<file path="config.mk">
export PLATFORM = sky130hd
export DESIGN_NAME = mul_share_arbiter
export DESIGN_NICKNAME = d
export VERILOG_FILES = /design/src/rtl/mul_share_arbiter.sv
export SDC_FILE = /design/constraint.sdc
export NUM_CORES = 1
export LEC_CHECK = 0
export BUFFER_PORTS_ARGS = -buffer_cell sky130_fd_sc_hd__buf_2
export CAP_MARGIN = 20
export CORE_AREA = 3 3 211 213
export DETAILED_ROUTE_END_ITERATION = 6
export DIE_AREA = 0 0 214 216
export HOLD_SLACK_MARGIN = 0.08
export SLEW_MARGIN = 30
export SYNTH_ARGS = -nofsm -noshare
export SYNTH_HDL_FRONTEND = slang
export SYNTH_SLANG_ARGS = --single-unit
</file>
<file path="constraint.sdc">
create_clock -name clk -period 1.7 [get_ports clk]
set_input_delay 0.085 -clock clk [delete_from_list [all_inputs] [get_ports clk]]
set_output_delay 0.085 -clock clk [all_outputs]
set_load 0.01 [all_outputs]
</file>
<file path="src/rtl/mul_share_arbiter.sv">
// Round-robin share of one multi-cycle 64-bit multiplier between two requesters.
// Operands are held on mul_a/mul_b from accept until the response is taken.
module mul_share_arbiter #(
  parameter int MUL_LATENCY = 4,
  parameter int CNT_W       = 16
) (
  input  logic             clk,
  input  logic             rst,
  input  logic [1:0]       req_valid,
  output logic [1:0]       req_ready,
  input  logic [63:0]      req_a0,
  input  logic [63:0]      req_b0,
  input  logic [63:0]      req_a1,
  input  logic [63:0]      req_b1,
  output logic [1:0]       resp_valid,
  input  logic [1:0]       resp_ready,
  output logic [63:0]      resp_product,
  output logic [63:0]      mul_a,
  output logic [63:0]      mul_b,
  input  logic [63:0]      mul_product,
  output logic             busy,
  output logic [CNT_W-1:0] ops_done
);

  localparam int LAT_W = (MUL_LATENCY > 1) ? $clog2(MUL_LATENCY) : 1;

  typedef enum logic [1:0] {
    S_IDLE = 2'd0,
    S_BUSY = 2'd1,
    S_RESP = 2'd2
  } state_e;

  state_e             state_q, state_d;
  logic               owner_q, owner_d;
  logic               last_grant_q, last_grant_d;
  logic [LAT_W-1:0]   cnt_q, cnt_d;
  logic [63:0]        mul_a_q, mul_a_d;
  logic [63:0]        mul_b_q, mul_b_d;
  logic [63:0]        resp_product_q, resp_product_d;
  logic [CNT_W-1:0]   ops_done_q, ops_done_d;

  logic               grant_vld;
  logic               grant_id;

  // Contention goes to whoever was not served last.
  always_comb begin
    grant_vld = |req_valid;
    grant_id  = 1'b0;
    if (req_valid == 2'b11) begin
      grant_id = ~last_grant_q;
    end else if (req_valid[1]) begin
      grant_id = 1'b1;
    end
  end

  always_comb begin
    state_d        = state_q;
    owner_d        = owner_q;
    last_grant_d   = last_grant_q;
    cnt_d          = cnt_q;
    mul_a_d        = mul_a_q;
    mul_b_d        = mul_b_q;
    resp_product_d = resp_product_q;
    ops_done_d     = ops_done_q;
    req_ready      = 2'b00;
    resp_valid     = 2'b00;

    case (state_q)
      S_IDLE: begin
        if (grant_vld) begin
          req_ready[grant_id] = 1'b1;
          mul_a_d = grant_id ? req_a1 : req_a0;
          mul_b_d = grant_id ? req_b1 : req_b0;
          owner_d = grant_id;
          cnt_d   = LAT_W'(MUL_LATENCY - 1);
          state_d = S_BUSY;
        end
      end
      S_BUSY: begin
        if (cnt_q == '0) begin
          resp_product_d = mul_product;
          state_d        = S_RESP;
        end else begin
          cnt_d = cnt_q - LAT_W'(1);
        end
      end
      S_RESP: begin
        resp_valid[owner_q] = 1'b1;
        if (resp_ready[owner_q]) begin
          last_grant_d = owner_q;
          ops_done_d   = ops_done_q + CNT_W'(1);
          state_d      = S_IDLE;
        end
      end
      default: state_d = S_IDLE;
    endcase
  end

  always_ff @(posedge clk) begin
    if (rst) begin
      state_q        <= S_IDLE;
      owner_q        <= 1'b0;
      last_grant_q   <= 1'b1;
      cnt_q          <= '0;
      mul_a_q        <= '0;
      mul_b_q        <= '0;
      resp_product_q <= '0;
      ops_done_q     <= '0;
    end else begin
      state_q        <= state_d;
      owner_q        <= owner_d;
      last_grant_q   <= last_grant_d;
      cnt_q          <= cnt_d;
      mul_a_q        <= mul_a_d;
      mul_b_q        <= mul_b_d;
      resp_product_q <= resp_product_d;
      ops_done_q     <= ops_done_d;
    end
  end

  assign mul_a        = mul_a_q;
  assign mul_b        = mul_b_q;
  assign resp_product = resp_product_q;
  assign ops_done     = ops_done_q;
  assign busy         = (state_q != S_IDLE);

endmodule

</file>
Yosys cells after proc, flatten, opt, wreduce, memory -nomap -nowiden
Cells that the tools add are included.

storage, ports and cells
  bits of input ports = 326
  logic and storage cells = 54
  register bits after elaboration = 214
  output and inout bits = 213

cells by class
  $add $sub $neg = 2
  reductions and logical operators = 12
  muxes and demuxes = 20
  equality and inequality tests = 7
  order comparisons = 4
  bitwise operators = 1

operator list
  cell                   number
  $mux 64                2
  $add 16x1->16 const B  1
  $mux 2                 8
  $ne 2x2->1 const B     4
  $mux 1                 6
  $pmux 2 s3             1
  $reduce_and 2->1       3
  $reduce_and 3->1       2
  $eq 2x2->1 const B     2
  $logic_not 2->1        2
  $lt 1x2->1 const B     2
  $pmux 2 s2             1
  $reduce_bool 2->1      2
  $demux 1 s1            2
  $eq 2x1->1 const B     1
  $ge 1x1->1 const B     2
  $logic_and 1x1->1      2
  $reduce_or 2->1        1
  $sub 2x1->2 const B    1
  $not 1->1              1

Logic depth before layout (Yosys ltp)
Gate-level depths: netlist of the first run.

  depth after elaboration = 8
  mapped depth = 8
  gate-level depth less buffers = 5

Least setup slack after synthesis of the first run
No wires, ideal clock.

  path type = register to register
  start point = register ops_done_q[0] (netlist: ops_done[0])
  end point = register ops_done_q[12] (netlist: ops_done[12])
  path buffers = 0
  data required time = 1.630 ns
  library setup time = 0.070 ns
  period minus slack after synthesis = 1.745 ns
  setup slack = -0.045 ns
  stages on the path, launching flop included = 6
  data arrival time = 1.675 ns
  cells stage by stage = dfxtp_1 -> ha_1 -> nand3b_1 -> or4b_4 -> or3_1 -> a21oi_1

between the ends
  cells in the longest elaborated chain, start to end = 1

RTL lines
  element                 RTL line  source
  start, declared         40        logic [CNT_W-1:0] ops_done_q, ops_done_d;
  start signal, assigned  117       ops_done_q <= ops_done_d;
  $add 16x1->16           91        ops_done_d = ops_done_q + CNT_W'(1);

Every way passes these cells.
A chain may end at the register's enable or synchronous reset.

Final worst setup path of the first run
  start point = register owner_q
  end point = register ops_done_q[12] (netlist: ops_done[12])

between the ends
  cells in the longest elaborated chain, start to end = 3

RTL lines
  element                                     RTL line  source
  start, declared                             34        logic owner_q, owner_d;
  start signal, assigned                      111       owner_q <= owner_d;
  $mux 1 (not written as such) (2 in series)  89        if (resp_ready[owner_q]) begin
  $reduce_and 2->1 (no source line)           -

Every way passes these cells. The select of a mux whose other input is x is not followed.

==> metrics.md, run 1 <==
| Metric | Value |
|---|---|
| Status | complete, but fails checks |
| Failing checks | DRC, setup timing |
| Root Buffer | clkbuf_16 |
| Maximum vdd ir drop | 0.671 mV |
| Post-route ant nets | 0 |
| Worst setup path start | owner_q$_SDFFE_PP0P_ |
| Yosys warning total | 0 |
| GP Congestion | 0.860 |
| Slew HR | 0.686 |
| Worst Tran Pin Value | 0.471 ns |
| P_leak | 0.00724 uW |
| Number of library cell types mapped by synthesis | 37 |
| Mapped Cells | 866 |
| WL per Instance | 17.7 um |
| Largest net degree at the start of global routing | 85 |
| Mux contribution to synthesized area | 0.0367 |
| Synth Area in XOR/XNOR | 0.00661 |
| Final Critical Period | 1.71 ns |
| WP data required | 2.16 ns |
| Layout cells sized above 1 | 0.376 |
| Core Area | 42,900 sq um |
| Hold Crit Class | input port to register |
| Effective utilization at floorplan | 0.185 |
| Vias in the first global route | 11,040 |
| Synth area leaders | dfxtp_1 54%, a222oi_1 13%, nor2_1 6.7% |
| Detailed Routing Iterations Pass 1 | 7 |
| Dpl cell area | 11,500 sq um |
| Drt via density | 4.60 |
| Worst Setup End Kind | register |
| FMAX | 586 MHz |
| Setup WS post-layout | -0.00576 ns |
| # DRC | 7 |
| Post-synth top cells | 214 x dfxtp_1, 141 x nor2_1, 134 x nand2_1 |
| CTS sink cnt | 214 |
| DRT Wirelength | 41.4 mm |
| Compound-Gate Fraction of Synth Area | 0.212 |
| Sequential fraction of the synthesis area | 0.539 |
| Fin. max-slew vios | 0 |
| Max Cap Viol | 0 |
| Clock buffer depth | 3 |
| Top-count cell post-synth | dfxtp_1 |
| Arr. time, crit path | 2.16 ns |
| Crit Reg-Reg Startpoint | owner_q$_SDFFE_PP0P_ |
| Share of the synthesized area in the top cell type | 0.539 |
| Worst skew pair latency | 0.53 ns |
| FP Rows | 76 |
| Syn-to-layout area delta | 101% |
| Most area-hungry cell type in the Yosys netlist | dfxtp_1 |
| Die height | 216 um |
| RSZ-0062 raised after global routing | true |
| TritonCTS Buffers | 25 |
| Util after Layout | 0.372 |
| PortBufs | 538 |
| CTS clock-pin slew for the worst setup and hold paths | 0.05 ns |
| Total Nets Final | 2,050 |
| Post-Syn Area | 7950 sq um |
| Global-route wire length before repair | 59.7 mm |
| Largest family of logic cells by synthesized area | compound AO/OA/AOI/OAI gates |
| Yosys reg bits | 214 |
| Worst-path fanout max | 8 |
| Final instance area | 16,000 sq um |
| CTS H-tree depth | 1 |
| Post-synth EDFFs | 0 |
| PD cells | 965 nW/um^2 |
| CTS tree | done |
| Share of the clock period used by the worst path | 1.00 |
| Worst setup SP type | register |
| Hold wc startpoint | resp_ready[0] |
| Synth async-reset ratio | 0 |
| GRT Util Overall | 0.158 |
| Post-Synth Simple-Gate Area | 0.159 |
| Crit path kind | register to register |
| Routed vias | 10,757 |
| Final Hold Viols | 0 |
| IO Pins | 539 |
| Dpl hpwl | 24.8 mm |
| Syn nets | 1,194 |
| Synth Area per Inst | 9.18 sq um |
| Initial antenna violation count | 13 |
| Skew final | 0.00937 ns |
| Main synth FF type | dfxtp_1 |
| Setup Viol. Count Final | 2 |
| Die X | 214 um |
| Die area | 46,200 sq um |
| Adder-Cell Fraction of Synth Area | 0.00315 |
| Gr ovfl total | 0 |
| DR iter-0 viols | 1,005 |
layout make-up:
cell class                      instances  area, sq um
Clock buffer                           29          681
Clock inverter                         16          219
Tap cell                              585          732
Multi-Input combinational cell        565         3400
Fill cell                            4125        26900
Timing Repair Buffer                  911         6590
Antenna cell                           12         30.0
Inverter                                5         18.8
Sequential cell                       214         4300
layout by cell type (no fill, tap or decap), drive strengths merged, types with 3 or more instances in the layout:
cell type,instances
a211oi,28
a21oi,76
a222oi,101
buf,582
bufinv,5
clkbuf,36
clkinv,7
clkinvlp,4
dfxtp,214
diode,12
dlygate4sd3,322
inv,5
mux2i,28
nand2,134
nand3,4
nand4,3
nor2,141
nor3,3
o21ai,9
or3,8
xnor2,4
kinds of logic (layout without fill, tap and decap cells):
group	Yosys count	after routing
multiplexers	29	29
flip-flops	214	214
AND/OR/NAND/NOR	309	309
adder cells (fa/ha/maj)	2	2
AO/OA/AOI/OAI	219	219
other	0	12
buffers and inverters	87	961
XOR/XNOR	6	6
through the flow:
step	total power [uW]	setup TNS (ns)	hold slack, ns	setup slack [ns]	cells
2_1_floorplan	7330	0	0.221	0.0183	866
3_3_place_gp	8650	-0.0186	0.326	-0.0186	1943
3_5_place_dp	8710	-0.394	0.333	-0.0367	1943
4_1_cts	15300	-0.156	0.121	-0.0254	2314
5_1_grt	16100	-0.467	0.156	-0.0544	2337
6_report	15400	-0.0111	0.145	-0.00576	2337
sequential cells by signal (all words and copies together), names as in the netlist:
name          count
owner_q           1
last_grant_q      1
ops_done         16
mul_b            64
state_q           2
mul_a            64
cnt_q             2
resp_product     64
final timing paths:
| kind | end | slack (ns) | depth (start not counted) |
|---|---|---|---|
| min | ops_done[1]$_SDFFE_PP0P_ | 0.15 | 5 |
| max | ops_done[12]$_SDFFE_PP0P_ | -0.006 | 4 |
| max reg2reg | ops_done[12]$_SDFFE_PP0P_ | -0.006 | 4 |
| min reg2reg | resp_product[43]$_SDFFE_PP0P_ | 0.45 | 2 |
critical path, stage by stage, from the launching register on:
cell and delay (ns):
dfxtp_1 0.34, mux2i_2 0.20, or4b_4 0.60, or3_4 0.38
a21oi_2 0.12
per-layer routing:
metal / part of all wire / GRT usage / up-vias
met3: 0.084 / 0.0422 / 132
met5: 0 / 0 / -
met4: 0.049 / 0.0824 / 0
li1: - / - / 4906
met1: 0.35 / 0.161 / 5037
met2: 0.51 / 0.295 / 682
power by group:
part,switching (uW),total [uW],internal (uW)
clock,2200,5820,3620
sequential,278,5780,5500
combinational,1910,3810,1900
timing repair:
action / CTS / global route
gates cloned: 0 / 8
hold buffers: 322 / 0
setup endpoints to repair: 62 / 92
setup buffers: 4 / 3
pin swaps: 8 / 50
hold endpoints to repair: 205 / 0
resized for setup: 10 / 21
Power figures use the tool's default switching activity.
==> inputs of run 2 (changes only) <==
--- a/config.mk
+++ b/config.mk
@@ -8,9 +8,11 @@
 export BUFFER_PORTS_ARGS = -buffer_cell sky130_fd_sc_hd__buf_2
 export CAP_MARGIN = 20
 export CORE_AREA = 3 3 211 213
+export CTS_CLUSTER_SIZE = 40
 export DETAILED_ROUTE_END_ITERATION = 6
 export DIE_AREA = 0 0 214 216
 export HOLD_SLACK_MARGIN = 0.08
+export PLACE_DENSITY = 0.48
 export SLEW_MARGIN = 30
 export SYNTH_ARGS = -nofsm -noshare
 export SYNTH_HDL_FRONTEND = slang
==> run 2 against run 1 <==
Net effect: the run ends with DRC left; combinational power shrank 1%; die area is the same; register-to-register slack gained 0.04 ns; cell count grew 0.13%.
==> metrics.md, run 2 (same netlist as run 1, synthesis figures left out) <==
| Metric | Value |
|---|---|
| DRT Wirelength | 41.6 mm (+0.54%) |
| Status | complete, but fails checks |
| Maximum vdd ir drop | 0.676 mV (+0.80%) |
| Dpl cell area | 11,500 sq um (+0.50%) |
| Most common cell after layout, fill and taps aside | buf_2 |
| Fill cells | 4,245 (+2.9%) |
| IO Pins | 539 (unchanged) |
| Drt via density | 4.50 (-2.3%) |
| Initial antenna violation count | 10 (-3) |
| Worst skew pair latency | 0.55 ns (+0.02 ns) |
| Tightest hold margin | 0.335 ns (+0.189 ns) |
| Detailed Routing Iterations Pass 1 | 7 (unchanged) |
| Net switching power figure | 4340 uW (-1.2%) |
| Crit path buffers/inverters | 0 (unchanged) |
| Largest net degree at the start of global routing | 65 (-24%) |
| Util after Layout | 0.373 (+0.000730) |
| GP Congestion | 0.840 (-2.3%) |
| # DRC | 15 (+8) |
| CTS sink cnt | 214 (unchanged) |
| Dpl hpwl | 26.5 mm (+6.9%) |
| Comb power frac | 0.243 (-0.004) |
| TritonCTS Buffers | 26 (+4.0%) |
| Gr ovfl total | 0 (unchanged) |
| Cell chain of the critical path | ha_1, nand3b_1, or4b_4, or3_1, a21oi_2 |
| Worst-path fanout max | 8 (unchanged) |
| Switching Share | 0.280 (-0.00463) |
| Internal cell power | 11,100 uW (+1.1%) |
| Clock buffer depth | 3 (unchanged) |
| Syn-to-layout area delta | 101% |
| Worst setup SP type | register |
| Fin. max-slew vios | 0 (unchanged) |
| Max Cap Viol | 0 (unchanged) |
| Final instance area | 16,000 sq um (+0.20%) |
| Top delay family on crit path | simple AND/OR/NAND/NOR gates |
| Routed vias | 10,527 (-2.1%) |
| Global-route wire length before repair | 62.8 mm (+5.2%) |
| Share of the clock period used by the worst path | 0.981 (-0.0219) |
| Die area | 46,200 sq um (unchanged) |
| Post-route ant nets | 0 (unchanged) |
| Slew HR | 0.695 (+0.00874) |
| Total Power | 15,500 uW (+0.44%) |
| Die X | 214 um (unchanged) |
| GRT Util Overall | 0.170 (+0.0119) |
| Hold Crit Class | input port to register |
| Leading cell types in the layout, fill and taps excluded | 536 x buf_2, 325 x dlygate4sd3_1, 208 x dfxtp_1 |
| Die height | 216 um (unchanged) |
| CTS tree | done |
| Total Nets Final | 2,053 (+0.15%) |
| Slowest stage delay, CP | 0.54 ns (-0.06 ns) |
| Final Critical Period | 1.67 ns (-0.0372 ns) |
| Final Hold Viols | 0 (unchanged) |
| P_leak | 0.00727 uW (+0.44%) |
| Seq pwr share | 0.372 (-0.003) |
| RSZ-0062 raised after global routing | true |
| Register area | 4290 sq um (-0.12%) |
| PD cells | 967 nW/um^2 (+0.24%) |
| DR iter-0 viols | 903 (-10%) |
| Skew final | 0.0238 ns (+0.0144 ns) |
| Core Area | 42,900 sq um (unchanged) |
| PortBufs | 538 (unchanged) |
| Setup Viol. Count Final | 0 (-2) |
| Failing checks | DRC |
| Crit path kind | register to register |
| Arr. time, crit path | 2.13 ns (-0.03 ns) |
| CTS clock-pin slew for the worst setup and hold paths | 0.06 ns (about the same) |
| Layout cells sized above 1 | 0.373 (-0.00337) |
| Worst Setup End Kind | register |
| Effective utilization at floorplan | 0.185 (unchanged) |
| Multi-input logic area | 3390 sq um (-0.15%) |
| FMAX | 599 MHz (+2.2%) |
| Root Buffer | clkbuf_16 |
| WP data required | 2.16 ns (about the same) |
| WL per Instance | 17.8 um (+0.41%) |
| Worst path slowest cell | or4b_4 |
| Worst Tran Pin Value | 0.458 ns (-0.0131 ns) |
| Vias in the first global route | 11,241 (+1.8%) |
| FP Rows | 76 (unchanged) |
| Clock network fraction of total power | 0.385 (+0.007) |
| CTS H-tree depth | 1 (unchanged) |
## run 2: cell count changes in the layout (fill, tap and decap cells not counted), moves of 3 or more
cell           change
buf_6              -4
dlygate4sd3_1      +3
buf_12             +5
clkbuf_1           +6
clkbuf_16          -3
clkinvlp_4         -3
## run 2: metal layers
layer | track usage | part of all wire
met2 | 0.304 | 0.49
met3 | 0.0565 | 0.087
met1 | 0.173 | 0.36
met4 | 0.0982 | 0.061
met5 | 0 | 0.00019
## run 2: power groups by stage
stage	Combinational, uW	Sequential [uW]	Clock [uW]
6_report	3770	5750	5960
5_1_grt	4080	5810	6320
4_1_cts	3710	5740	6130
3_5_place_dp	2950	5840	0
3_3_place_gp	2930	5830	0
2_1_floorplan	1270	6060	0
## run 2: area by class of cell
class	instances	share of cell area
inverter	5	0.00117
clock inverter	9	0.00923
sequential	214	0.268
timing repair buffer	913	0.413
clock buffer	39	0.0488
antenna	10	0.00156
tap	585	0.0457
multi-input combinational	565	0.212
## run 2: worst reg2reg max path, cell delays in order (launching register included)
cell and delay (ns):
dfxtp_2 0.32, ha_1 0.14, nand3b_1 0.11, or4b_4 0.54, or3_1 0.35, a21oi_2 0.14
## run 2: worst paths after layout
| kind | slack [ns] | to | from | cells after the start |
|---|---|---|---|---|
| worst min-delay path | 0.33 | mul_a[4]$_SDFFE_PP0P_ | req_a1[4] | 4 |
| worst max register to register | 0.03 | ops_done[10]$_SDFFE_PP0P_ | ops_done[0]$_SDFFE_PP0P_ | 5 |
| worst min register to register | 0.45 | resp_product[63]$_SDFFE_PP0P_ | resp_product[63]$_SDFFE_PP0P_ | 2 |
| worst max-delay path | 0.03 | ops_done[10]$_SDFFE_PP0P_ | ops_done[0]$_SDFFE_PP0P_ | 5 |
## run 2: through the flow
stage / cells / setup TNS, ns / setup WS [ns]
2_1_floorplan: 866 / 0 / 0.0183
5_1_grt: 2337 / -0.203 / -0.0559
4_1_cts: 2328 / -0.0252 / -0.00873
3_3_place_gp: 1944 / 0 / 0.0393
3_5_place_dp: 1944 / 0 / 0.0232
6_report: 2340 / 0 / 0.0315
## run 2: repair_timing
action / in CTS / in global routing
cloned: 4 / 2
buffers inserted: 7 / 2
hold buffers: 325 / 0
endpoints found under the setup margin: 3 / 94
pin swaps: 7 / 11
endpoints found under the hold margin: 205 / 0
gates resized for setup: 5 / 18
